--- config.mk ---
export PLATFORM = sky130hd
export DESIGN_NAME = pattern_count_engine
export DESIGN_NICKNAME = d
export VERILOG_FILES = /design/src/rtl/pattern_count_engine_pkg.sv /design/src/rtl/pattern_count_engine_window_match.sv /design/src/rtl/pattern_count_engine.sv
export SDC_FILE = /design/constraint.sdc
export NUM_CORES = 1
export LEC_CHECK = 0
export ABC_AREA = 1
export CAP_MARGIN = 0
export CORE_MARGIN = 2
export CORE_UTILIZATION = 59
export DETAILED_ROUTE_END_ITERATION = 10
export PLACE_DENSITY = 0.8
export SETUP_SLACK_MARGIN = 0.05
export SYNTH_ARGS = -nofsm -noshare
export SYNTH_HDL_FRONTEND = slang
export SYNTH_SLANG_ARGS = --single-unit
--- constraint.sdc ---
create_clock -name Clk -period 5 [get_ports Clk]
set_input_delay 0.75 -clock Clk [delete_from_list [all_inputs] [get_ports Clk]]
set_output_delay 0.75 -clock Clk [all_outputs]
set_load 0.1 [all_outputs]
--- src/rtl/pattern_count_engine_pkg.sv ---
// pattern_count_engine_pkg
//   Shared definitions for the pattern-count engine:
//   - state_t : engine FSM states (also exported on the debug port)
//   - DEF_*   : default message length, pattern address and result address
//   - pat_t   : 5-bit search pattern
package pattern_count_engine_pkg;

  typedef enum logic [2:0] {
    IDLE = 3'd0,
    PAT  = 3'd1,
    SCAN = 3'd2,
    WR0  = 3'd3,
    WR1  = 3'd4,
    WR2  = 3'd5,
    DONE = 3'd6
  } state_t;

  localparam int DEF_MSG_BYTES = 32;
  localparam int DEF_PAT_ADDR  = 32;
  localparam int DEF_RES_ADDR  = 33;

  typedef logic [4:0] pat_t;

endpackage

--- src/rtl/pattern_count_engine_window_match.sv ---
// window_match
//   Purely combinational matcher for one message byte.
//   win_i holds {prev4, byte}: the low nibble of the previous byte followed by
//   the current byte, MSB first. Stream position p (0 = bit 11) covers
//   win_i[11-p -: 5]. Positions 0..3 straddle the byte boundary; positions
//   4..7 are the in-byte windows b[7:3], b[6:2], b[5:1], b[4:0].
// Ports:
//   win_i     - {prev4, byte}
//   pat_i     - 5-bit pattern
//   first_i   - current byte is message byte 0 (no previous nibble exists)
//   inb_cnt_o - in-byte matches, 0..4
//   inb_any_o - at least one in-byte match
//   str_cnt_o - stream matches ending inside this byte, 0..8
module window_match
  import pattern_count_engine_pkg::*;
(
  input  logic [11:0] win_i,
  input  pat_t        pat_i,
  input  logic        first_i,
  output logic [2:0]  inb_cnt_o,
  output logic        inb_any_o,
  output logic [3:0]  str_cnt_o
);

  logic [2:0] inb_cnt;
  logic [2:0] cross_cnt;

  always_comb begin
    inb_cnt   = '0;
    cross_cnt = '0;
    for (int p = 0; p < 8; p++) begin
      if (win_i[11-p -: 5] == pat_i) begin
        if (p < 4) cross_cnt = cross_cnt + 3'd1;
        else       inb_cnt   = inb_cnt + 3'd1;
      end
    end
  end

  assign inb_cnt_o = inb_cnt;
  assign inb_any_o = |inb_cnt;
  // Byte 0 has no predecessor, so its crossing windows do not exist.
  assign str_cnt_o = first_i ? {1'b0, inb_cnt} : ({1'b0, inb_cnt} + {1'b0, cross_cnt});

endmodule

--- src/rtl/pattern_count_engine.sv ---
// pattern_count_engine
//   Reads a 5-bit pattern from PAT_ADDR, scans MSG_BYTES message bytes from
//   address 0 and writes ctb / cto / cts to RES_ADDR, RES_ADDR+1, RES_ADDR+2.
// Ports:
//   Clk, Reset (async, active low)
//   Start     - run request, sampled only in IDLE or DONE
//   Ack       - level, high while in DONE
//   MemAddr   - registered data-memory address
//   MemRdData - combinational read data for MemAddr
//   MemWrEn   - registered write strobe, memory writes on the rising edge
//   MemWrData - registered write data
//   DbgState  - current FSM state
// Handshake: a run begins at the edge that samples Start=1 while in IDLE or
// DONE; Ack is then low for the whole run and goes high after the third result
// write, staying high until the next accepted Start. Start is ignored while a
// run is in progress.
module pattern_count_engine
  import pattern_count_engine_pkg::*;
#(
  parameter int MSG_BYTES = DEF_MSG_BYTES,
  parameter int PAT_ADDR  = DEF_PAT_ADDR,
  parameter int RES_ADDR  = DEF_RES_ADDR
) (
  input  logic       Clk,
  input  logic       Reset,
  input  logic       Start,
  output logic       Ack,
  output logic [7:0] MemAddr,
  input  logic [7:0] MemRdData,
  output logic       MemWrEn,
  output logic [7:0] MemWrData,
  output state_t     DbgState
);

  state_t     state_q;
  pat_t       pat_q;
  logic [7:0] idx_q;
  logic [3:0] prev4_q;
  logic [7:0] ctb_q, cto_q, cts_q;
  logic [7:0] ctb_d, cto_d, cts_d;
  logic       ack_q, wen_q;
  logic [7:0] addr_q, wdata_q;

  logic [2:0] inb_cnt;
  logic       inb_any;
  logic [3:0] str_cnt;
  logic       last_byte;

  window_match u_match (
    .win_i     ({prev4_q, MemRdData}),
    .pat_i     (pat_q),
    .first_i   (idx_q == 8'd0),
    .inb_cnt_o (inb_cnt),
    .inb_any_o (inb_any),
    .str_cnt_o (str_cnt)
  );

  // Next counter values include the byte presented this cycle, so the final
  // SCAN edge can load ctb_d straight into the first write.
  assign ctb_d     = ctb_q + {5'd0, inb_cnt};
  assign cto_d     = cto_q + {7'd0, inb_any};
  assign cts_d     = cts_q + {4'd0, str_cnt};
  assign last_byte = (idx_q == 8'(MSG_BYTES - 1));

  always_ff @(posedge Clk or negedge Reset) begin
    if (!Reset) begin
      state_q <= IDLE;
      pat_q   <= '0;
      idx_q   <= '0;
      prev4_q <= '0;
      ctb_q   <= '0;
      cto_q   <= '0;
      cts_q   <= '0;
      ack_q   <= 1'b0;
      wen_q   <= 1'b0;
      addr_q  <= '0;
      wdata_q <= '0;
    end else begin
      wen_q <= 1'b0;
      ack_q <= 1'b0;
      case (state_q)
        IDLE: begin
          if (Start) begin
            state_q <= PAT;
            addr_q  <= 8'(PAT_ADDR);
          end
        end
        PAT: begin
          pat_q   <= MemRdData[4:0];
          idx_q   <= '0;
          prev4_q <= '0;
          ctb_q   <= '0;
          cto_q   <= '0;
          cts_q   <= '0;
          addr_q  <= '0;
          state_q <= SCAN;
        end
        SCAN: begin
          ctb_q   <= ctb_d;
          cto_q   <= cto_d;
          cts_q   <= cts_d;
          prev4_q <= MemRdData[3:0];
          idx_q   <= idx_q + 8'd1;
          if (last_byte) begin
            state_q <= WR0;
            addr_q  <= 8'(RES_ADDR);
            wen_q   <= 1'b1;
            wdata_q <= ctb_d;
          end else begin
            addr_q  <= idx_q + 8'd1;
          end
        end
        WR0: begin
          state_q <= WR1;
          addr_q  <= 8'(RES_ADDR + 1);
          wen_q   <= 1'b1;
          wdata_q <= cto_q;
        end
        WR1: begin
          state_q <= WR2;
          addr_q  <= 8'(RES_ADDR + 2);
          wen_q   <= 1'b1;
          wdata_q <= cts_q;
        end
        WR2: begin
          state_q <= DONE;
          ack_q   <= 1'b1;
        end
        DONE: begin
          if (Start) begin
            state_q <= PAT;
            addr_q  <= 8'(PAT_ADDR);
          end else begin
            ack_q   <= 1'b1;
          end
        end
        default: state_q <= IDLE;
      endcase
    end
  end

  assign Ack       = ack_q;
  assign MemAddr   = addr_q;
  assign MemWrEn   = wen_q;
  assign MemWrData = wdata_q;
  assign DbgState  = state_q;

endmodule

==> impl_metrics.tcl, run 1 <==
set metrics [dict create \
    route.detailed.drc 0 \
    synth.area.top_cells "dfrtp_1, nand2_1, ha_1" \
    max_freq_ghz 0.2187 \
    core_um2 7176 \
    cp_max_fo 7 \
    synth-simple-area-share_pct 31.43 \
    gp_congestion 0.8566 \
    placed_cell_area_um2 4705 \
    leakage_nw 2.446 \
    wl_um 10120 \
    die_h_um 89.76 \
    setup.worst_path.end_class "flip-flop" \
    cellPowerDensity_nw_per_um2 642.0 \
    gr-usage-all-layers_pct 26.40 \
    via_per_inst 5.557 \
    clock_latency_ns 0.36 \
    hp-class "flip-flop to flip-flop" \
    synth_compound_area_share_pct 11.51 \
    fin_skew_ns 0.01471 \
    startpoint_type "input port" \
    synth_cells 580 \
    clockBufferDepth 2 \
    syn_nets 614 \
    synth_mux_area_share_pct 0 \
    rows 31 \
    cts.root.buffer_cell "clkbuf_8" \
    dp_hpwl_um 7484 \
    pre_cts_slack_ns -0.06528 \
    avgSynthCellArea_um2 7.481 \
    synth_cell_type_count 48 \
    finalCritPeriodShare_pct 91.46 \
    drt_first_pass_iters 5 \
    drive_gt1_share_pct 11.87 \
    ant_nets 0 \
    postCtsSetupRepairBufs 0 \
    ys.flop_type "dfrtp_1" \
    fillers 599 \
    ys_top_cells_by_count "nand2_1, inv_1, nor2_1, dfrtp_1, o21ai_0" \
    die_w_um 89.76 \
    ctsResizeCount 0 \
    start_util_pct 60.47 \
    die_area_um2 8057 \
    whs_path_depth 2 \
    yosysWarnings 0 \
    maxCapViolCount 0 \
    vias 3968 \
    cts_inserted_buffers 9 \
    yosys_register_bits 62 \
    grt_pass1_vias 3836 \
    rsz0062_at_grt "false" \
    max-vdd-ir-drop_v 0.0002503 \
    synth_fa_ha_area_share_pct 6.805 \
    ys_seq_area_share_pct 35.76 \
    crit_required_ns 5.25 \
    portBuffers 31 \
    yosysMostFrequentCell "nand2_1" \
    cp.arrival_ns 4.82 \
    slew_violations 0 \
    synth_top_family_by_area "simple AND/OR/NAND/NOR gates" \
    synth_xor_area_share_pct 4.642 \
    hold_viol 0 \
    cts_tree "yes" \
    gr-total-overflow 0 \
    fin_crit_ns 4.573 \
    grt_max_degree 63 \
    detail_route.wl_per_cell_um 14.17 \
    antenna_found_initial 0 \
    clkTransAtPathRegs_ns 0.09 \
    hold_buffers 0 \
    fin_util_pct 68.82 \
    setup_viol 0 \
    synthToLayoutAreaGrowth_pct 13.81 \
    cts.sink_count 62 \
    synth_top_area_cell "dfrtp_1" \
    outcome "finished clean" \
    layout_setup_ws_ns 0.4271 \
    crit_type "input port to flip-flop" \
    tightest_slew_ns 1.104 \
    ctsHtreeMaxLevel 3 \
    antenna_cells 0 \
    pin_count 32 \
    fin_area_um2 4938 \
    synth-async-reset-ratio_pct 100.0 \
    drt_iter0_markers 237 \
    relSlewSlack_pct 26.20 \
    reg2reg_depth 26 \
    nNetsFinal 644 \
    grt_pass1_wl_um 17510 \
    netlist_area_um2 4339 \
    netlist.area_leader.share_pct 35.76 \
    synth_edf_count 0 \
]
==> registers in the layout (all words and copies together), names as in the netlist <==
| signal | flops |
|---|---|
| MemWrEn | 1 |
| prev4_q | 4 |
| MemWrData | 8 |
| Ack | 1 |
| cto_q | 8 |
| DbgState | 3 |
| idx_q | 8 |
| ctb_q | 8 |
| pat_q | 5 |
| MemAddr | 8 |
| cts_q | 8 |
==> final timing paths <==
kind	from	endpoint	slack, ns
worst min register to register	MemAddr[4]$_DFFE_PN0P_	MemAddr[4]$_DFFE_PN0P_	0.48
min in group asynchronous	Reset	DbgState[2]$_DFFE_PN0P_	0.55
max in group asynchronous	Reset	cto_q[4]$_DFFE_PN0N_	3.94
worst max register to register	pat_q[1]$_DFFE_PN0P_	cts_q[6]$_DFFE_PN0N_	0.54
worst max-delay path	MemRdData[4]	cts_q[7]$_DFFE_PN0N_	0.43
worst min-delay path	MemAddr[4]$_DFFE_PN0P_	MemAddr[4]$_DFFE_PN0P_	0.48
==> cells by family (layout without fill, tap and decap cells) <==
| group | after synthesis | in the layout |
|---|---|---|
| compound gates | 82 | 82 |
| xor+xnor | 23 | 23 |
| fa+ha+maj | 23 | 23 |
| buf+inv | 102 | 137 |
| flops | 62 | 62 |
| simple gates | 288 | 288 |
==> layout by cell type (no fill, tap or decap), types with 5 or more instances in the layout <==
master           count
clkdlybuf4s50_1     28
xor2_1              11
o21ai_0             34
nand4_1              7
nor2_1              73
o22ai_1             13
nand3_2              7
o32ai_1              5
ha_1                22
a21oi_1             12
nor3_1              11
nand2_1            124
nand3_1             33
inv_2                7
clkbuf_8             9
inv_1               72
xnor2_1             12
dfrtp_1             62
nand2_2             13
==> layer usage <==
| layer | vias up | GRT usage [%] | wire (um) |
|---|---|---|---|
| met2 | 138 | 45.64 | 5062 |
| met4 | 0 | 10.64 | 217 |
| li1 | 1942 | - | - |
| met3 | 25 | 4.107 | 481 |
| met5 | - | 0 | 0 |
| met1 | 1863 | 33.24 | 4357 |
==> where the power goes <==
| group | leakage, nW | internal (mW) | switching, mW | total (mW) |
|---|---|---|---|---|
| Sequential | 0.821 | 0.668 | 0.185 | 0.852 |
| Combinational | 1.51 | 0.517 | 1.28 | 1.80 |
| Clock | 0.112 | 0.288 | 0.230 | 0.519 |
| Total | 2.45 | 1.47 | 1.70 | 3.17 |
==> metrics by stage <==
step / setup TNS [ns] / total power [mW] / std cells / hold WS (ns)
finish: 0 / 3.171 / 714 / 0.4764
global route: 0 / 3.389 / 714 / 0.5252
detailed placement: -0.06528 / 2.644 / 698 / 0.4581
floorplan: 0 / 2.244 / 580 / 0.4544
CTS: 0 / 3.161 / 714 / 0.4806
global placement: 0 / 2.593 / 698 / 0.4561
==> critical path, stage by stage <==
cell and delay, ns:
clkdlybuf4s50_1 0.65, xnor2_1 0.16, nand3_1 0.11, nor2_2 0.18, ha_1 0.29, nand4_2 0.13
nand2_2 0.09, inv_1 0.07, nor2_1 0.04, or2_2 0.31, inv_1 0.12, ha_1 0.18
ha_1 0.14, inv_1 0.04, nand2_1 0.07, xnor2_1 0.10, o21ai_0 0.10, ha_1 0.33
inv_1 0.05, nor2_1 0.13, nor2_1 0.05, nor2_1 0.12, o21ai_0 0.12, nor2_1 0.15
nand2_1 0.10, nand2_1 0.07, nand2_1 0.05, o22ai_1 0.11
==> final cells by class <==
type / instances / area, um^2 / share of cell area (%)
Clock buffer: 9 / 123.9 / 2.508
Clock inverter: 7 / 105.1 / 2.128
Inverter: 86 / 334.1 / 6.765
Multi-Input combinational cell: 416 / 2360 / 47.78
Sequential cell: 62 / 1551 / 31.42
Tap cell: 99 / 123.9 / 2.508
Timing Repair Buffer: 35 / 340.3 / 6.891
Note: power is estimated with default switching activity, not from simulation.
==> inputs of run 2 (changes only) <==
- CTS_CLUSTER_DIAMETER: unset -> 200
==> results of run 2 <==
No change in the layout: final DEF, timing and power equal those of run 1.
==> inputs of run 3 (changes only) <==
- CAP_MARGIN: 0 -> unset
==> results of run 3 <==
No change in the layout: final DEF, timing and power equal those of run 1.
==> RTL change 1: new RTL, settings of run 1 <==
Make the reset (`Reset`) synchronous in one clocked block. Comments in the files are not updated.
--- a/src/rtl/pattern_count_engine.sv
+++ b/src/rtl/pattern_count_engine.sv
@@ -62,7 +62,7 @@
   assign cts_d     = cts_q + {4'd0, str_cnt};
   assign last_byte = (idx_q == 8'(MSG_BYTES - 1));
 
-  always_ff @(posedge Clk or negedge Reset) begin
+  always_ff @(posedge Clk) begin
     if (!Reset) begin
       state_q <= IDLE;
       pat_q   <= '0;
Function: differs if Reset is asserted again (counterexample within 4 cycles, from zero or initial values and one cycle with Reset low); with Reset held inactive, the same outputs for 10 cycles.
==> RTL change 1 against run 1 <==
Clock skew shrank 0.0053 ns; combinational power shrank 29%; fmax shrank 5.3%; final area shrank 4.4%; sequential power shrank 24%; synthesized area shrank 4.7%; setup slack lost 0.26 ns; wire length grew 3.2%; total power shrank 28%; clock power shrank 28%; sequential cell count is the same; critical path type unchanged.
==> RTL change 1: results (changes against run 1) <==
Post-Synthesis Cells 593 (was 580); # fillers 622 (was 599); Clock Tree Buf Depth 2 (unchanged); slew margin rel. 0.335 (was 0.262); R2R Path End cts_q[7]$_SDFFE_PN0N_ (was cts_q[6]$_DFFE_PN0N_); CP max stage cell clkdlybuf4s50_1 (unchanged); register area share after synthesis 0.300 (was 0.358); clk_lat worst skew 0.34 ns (was 0.36 ns); hold path depth 2 (unchanged); Peak VDD IR 403 uV (was 250 uV); post-placement cell area 0.00455 mm^2 (was 0.00470 mm^2); vias post-DR 4,052 (was 3,968); clk root buf clkbuf_8 (unchanged); CTS H-tree depth 3 (unchanged); max incr delay on CP 0.49 ns (was 0.65 ns); kind of cell adding the most delay to the critical path simple AND/OR/NAND/NOR gates (unchanged); Max Clock Skew 0.00941 ns (was 0.0147 ns); Top FF cell, synth dfxtp_1 (was dfrtp_1); Cells after DPL 715 (was 698); initial antenna violation count 0 (unchanged); Reg2Reg Setup Slack 0.17 ns (was 0.54 ns); final WL 10,400 um (was 10,100 um); reg2reg start pat_q[1]$_SDFFE_PN0P_ (was pat_q[1]$_DFFE_PN0P_); first-pass GRT wire length 16,800 um (was 17,500 um); antenna cells 0 (unchanged); drt first pass iters 8 (was 5); status completed (unchanged); vias per cell 5.55 (was 5.56); Post-Place Worst Slack -0.294 ns (was -0.0653 ns); gr usage total 0.274 (was 0.264); layout cells sized above 1 0.126 (was 0.119); Reg2Reg Depth 25 (was 26); clk slew on worst S/H paths 0.07 ns (was 0.09 ns); initial drt markers 282 (was 237); vias in the first global route 3,699 (was 3,836); # port buffers 31 (unchanged); yosys warns 0 (unchanged); routability congestion estimate 0.887 (was 0.857); Worst Hold End idx_q[4]$_SDFFE_PN0N_ (was MemAddr[4]$_DFFE_PN0P_); ranking of synthesized cells by area dfxtp_1 30%, nand2_1 13%, ha_1 6.7% (was dfrtp_1 36%, nand2_1 11%, ha_1 6.3%); post-CTS setup buffer count 0 (unchanged); CP startpoint MemRdData[6] (was MemRdData[4]); nets@finish 664 (was 644); largest net degree at the start of global routing 47 (was 63); Inserted Clock Buffers 9 (unchanged); Worst Path Max Fanout 3 (was 7); synth cell count leaders 143 x nand2_1, 68 x inv_1, 62 x dfxtp_1, 51 x a21oi_1, 40 x nor2_1 (was 124 x nand2_1, 73 x inv_1, 73 x nor2_1, 62 x dfrtp_1, 34 x o21ai_0); Post-synth ARST share 0 (was 1.00); Synth cell types 45 (was 48); syn_nets 627 (was 614); final hold slack 0.463 ns (was 0.476 ns); Worst EP arrival 5.07 ns (was 4.82 ns); leak pwr 0.00195 uW (was 0.00245 uW); Hold Startpoint idx_q[4]$_SDFFE_PN0N_ (was MemAddr[4]$_DFFE_PN0P_); Hold/Removal Path Class reg2reg (unchanged); DP Wirelength 7310 um (was 7480 um)
[RTL change 1: cell types whose count changed in the layout (fill, tap and decap cells not counted), moves of 19 or more]
cell	delta
dfxtp_1	+62
dfrtp_1	-62
a21oi_1	+39
nand2_1	+19
nor2_1	-34
[RTL change 1: per-stage QoR]
stage,util,TNS (ns)
4_1_cts,0.693,0
5_1_grt,0.695,-0.161
3_3_place_gp,0.670,0
6_report,0.695,0
2_1_floorplan,-,0
3_5_place_dp,0.670,-0.660
[RTL change 1: worst max-delay path by stage]
stage | to | slack, ns | cells past startpoint
6_report | cts_q[7]$_SDFFE_PN0N_ | 0.17 | 25
5_1_grt | cts_q[7]$_SDFFE_PN0N_ | -0.13 | 29
4_1_cts | cts_q[7]$_SDFFE_PN0N_ | 0.09 | 25
3_5_place_dp | cts_q[7]$_SDFFE_PN0N_ | -0.29 | 25
3_3_place_gp | cts_q[7]$_SDFFE_PN0N_ | 0.005 | 26
2_1_floorplan | cts_q[7]$_SDFFE_PN0N_ | 0.56 | 26
[RTL change 1: kinds of logic after synthesis]
logic type                 synth area share
buffers and inverters                 0.110
and+or+nand+nor                       0.290
adders and majority gates            0.0714
DFF                                   0.300
xor gates and xnor gates             0.0632
AOI/OAI and AO/OA                     0.166
[RTL change 1: layout make-up]
| cell class | count | area (um^2) | share of cell area |
|---|---|---|---|
| Clock inverter | 5 | 27.5 | 0.00583 |
| Sequential cell | 62 | 1240 | 0.263 |
| Inverter | 81 | 310 | 0.0657 |
| Timing Repair Buffer | 48 | 440 | 0.0933 |
| Tap cell | 96 | 120 | 0.0254 |
| Multi-Input combinational cell | 428 | 2450 | 0.520 |
| Clock buffer | 10 | 128 | 0.0270 |
[RTL change 1: layer usage]
metal	wire [um]	track usage
met1	4690	0.362
met2	4960	0.460
met3	619	0.0547
met4	163	0.0699
met5	0	0
[RTL change 1: what timing repair did]
item / in CTS / in global routing
pin swaps: 0 / 2
hold buffers: 0 / 0
setup endpoints to repair: 1 / 5
resized for setup: 2 / 3
[RTL change 1: power breakdown]
part	switching (uW)	leakage, uW	internal [uW]
sequential	80.9	0.000502	564
clock	199	0.0000817	173
combinational	885	0.00136	381
[RTL change 1: worst reg2reg max path: cells and delay by family (launching register included)]
kind                       cells  cell delay [ns]
and+or+nand+nor               10             1.67
adders and majority gates      4             1.08
AOI/OAI and AO/OA              7             0.94
DFF                            1             0.64
xor gates and xnor gates       1             0.22
buffers and inverters          3             0.21
==> RTL change 2: new RTL, config.mk and constraints of run 1 <==
Without the edit above. Register the output `DbgState` once more; this adds one clock of latency there. The other outputs are not delayed to match.
--- a/src/rtl/pattern_count_engine.sv
+++ b/src/rtl/pattern_count_engine.sv
@@ -143,7 +143,9 @@
   assign MemAddr   = addr_q;
   assign MemWrEn   = wen_q;
   assign MemWrData = wdata_q;
-  assign DbgState  = state_q;
+  always_ff @(posedge Clk) begin
+    DbgState <= state_q;
+  end
 
 endmodule
 
Formal check against the unedited RTL: not equivalent (a bounded check fails within 4 cycles, from zero or initial values and one cycle with Reset low).
==> RTL change 2 against run 1 <==
Synthesized area is 0.98% higher; final area is 0.96% higher; wire length is 1.6% lower; critical path depth is 3 lower; setup slack worse by 0.032 ns; total power is 0.12% lower; sequential cell count is 3 higher; critical path type unchanged.
==> RTL change 2: results (changes against run 1) <==
layout cells sized above 1 0.0990 (was 0.119); Synth Area in XOR/XNOR 0.0440 (was 0.0464); nets@finish 655 (was 644); M1 wire length 4500 um (was 4360 um); final WL 9960 um (was 10,100 um); non-filler instance count after layout 725 (was 714); Max Clock Skew 0.0124 ns (was 0.0147 ns); Adder-Cell Fraction of Synth Area 0.0674 (was 0.0681); CP startpoint MemRdData[6] (was MemRdData[4]); met2 WL post-DR 4700 um (was 5060 um); DP Wirelength 7140 um (was 7480 um); grt met1 use 0.335 (was 0.332); largest net degree at the start of global routing 58 (was 63); Peak VDD IR 467 uV (was 250 uV); gr usage total 0.258 (was 0.264); Hold/Removal Path Class in2async (was reg2reg); Cells after DPL 709 (was 698); Syn Area/Cell 7.43 um^2 (was 7.48 um^2); register area share after synthesis 0.368 (was 0.358); Post-synth ARST share 0.954 (was 1.00); slew at the pin closest to its max-slew limit 1.03 ns (was 1.10 ns); syn_nets 624 (was 614); Worst EP arrival 4.86 ns (was 4.82 ns); vias in the first global route 3,880 (was 3,836); status completed (unchanged); combinational fraction of design power 0.564 (was 0.568); Worst Path Max Fanout 6 (was 7); first-pass GRT wire length 17,200 um (was 17,500 um); met2 Use GR 0.432 (was 0.456); kind of cell adding the most delay to the critical path adder cells (was simple AND/OR/NAND/NOR gates); vias per cell 5.49 (was 5.56); ranking of synthesized cells by area dfrtp_1 35%, nand2_1 11%, inv_1 6.8% (was dfrtp_1 36%, nand2_1 11%, ha_1 6.3%); routability congestion estimate 0.931 (was 0.857)
RTL change 2: layout make-up:
| class | count | area, um^2 |
|---|---|---|
| Clock buffer | 11 | 151 |
| Sequential cell | 65 | 1610 |
| Tap cell | 99 | 124 |
| Multi-Input combinational cell | 418 | 2330 |
| Clock inverter | 5 | 62.6 |
| Inverter | 90 | 349 |
| Timing Repair Buffer | 37 | 358 |
| Fill cell | 595 | 2230 |
RTL change 2: worst paths after layout:
kind / end / slack [ns] / depth (start not counted)
max in group asynchronous: MemWrData[4]$_DFFE_PN0P_ / 3.86 / 2
setup reg to reg: cts_q[6]$_DFFE_PN0N_ / 0.61 / 26
hold reg to reg: DbgState[1]$_DFF_P_ / 0.46 / 0
min in group Clk: DbgState[1]$_DFF_P_ / 0.46 / 0
setup / recovery: cts_q[6]$_DFFE_PN0N_ / 0.40 / 25
hold / removal: pat_q[4]$_DFFE_PN0P_ / 0.20 / 1
RTL change 2: timing repair:
| action | CTS | global route |
|---|---|---|
| hold buffers | 0 | 0 |
| gates resized for setup | 0 | 7 |
| endpoints found under the setup margin | 0 | 4 |
RTL change 2: worst reg2reg max path: stages (launching register included):
cell and delay (ns):
dfrtp_1 0.54, inv_4 0.18, nor2_1 0.05, nor4_1 0.26, nand4_1 0.15, inv_1 0.12, ha_1 0.27, inv_1 0.06
nand2_1 0.05, nand2_1 0.10, inv_1 0.06, ha_1 0.26, nor2_1 0.13, a21oi_2 0.07, xor2_2 0.16, ha_1 0.28
inv_1 0.04, o21ai_1 0.17, inv_1 0.08, fa_1 0.42, nor2_1 0.16, nor2_1 0.06, o21bai_1 0.17, nand2_1 0.11
o21ai_0 0.15, nand2_1 0.06, o22ai_1 0.11
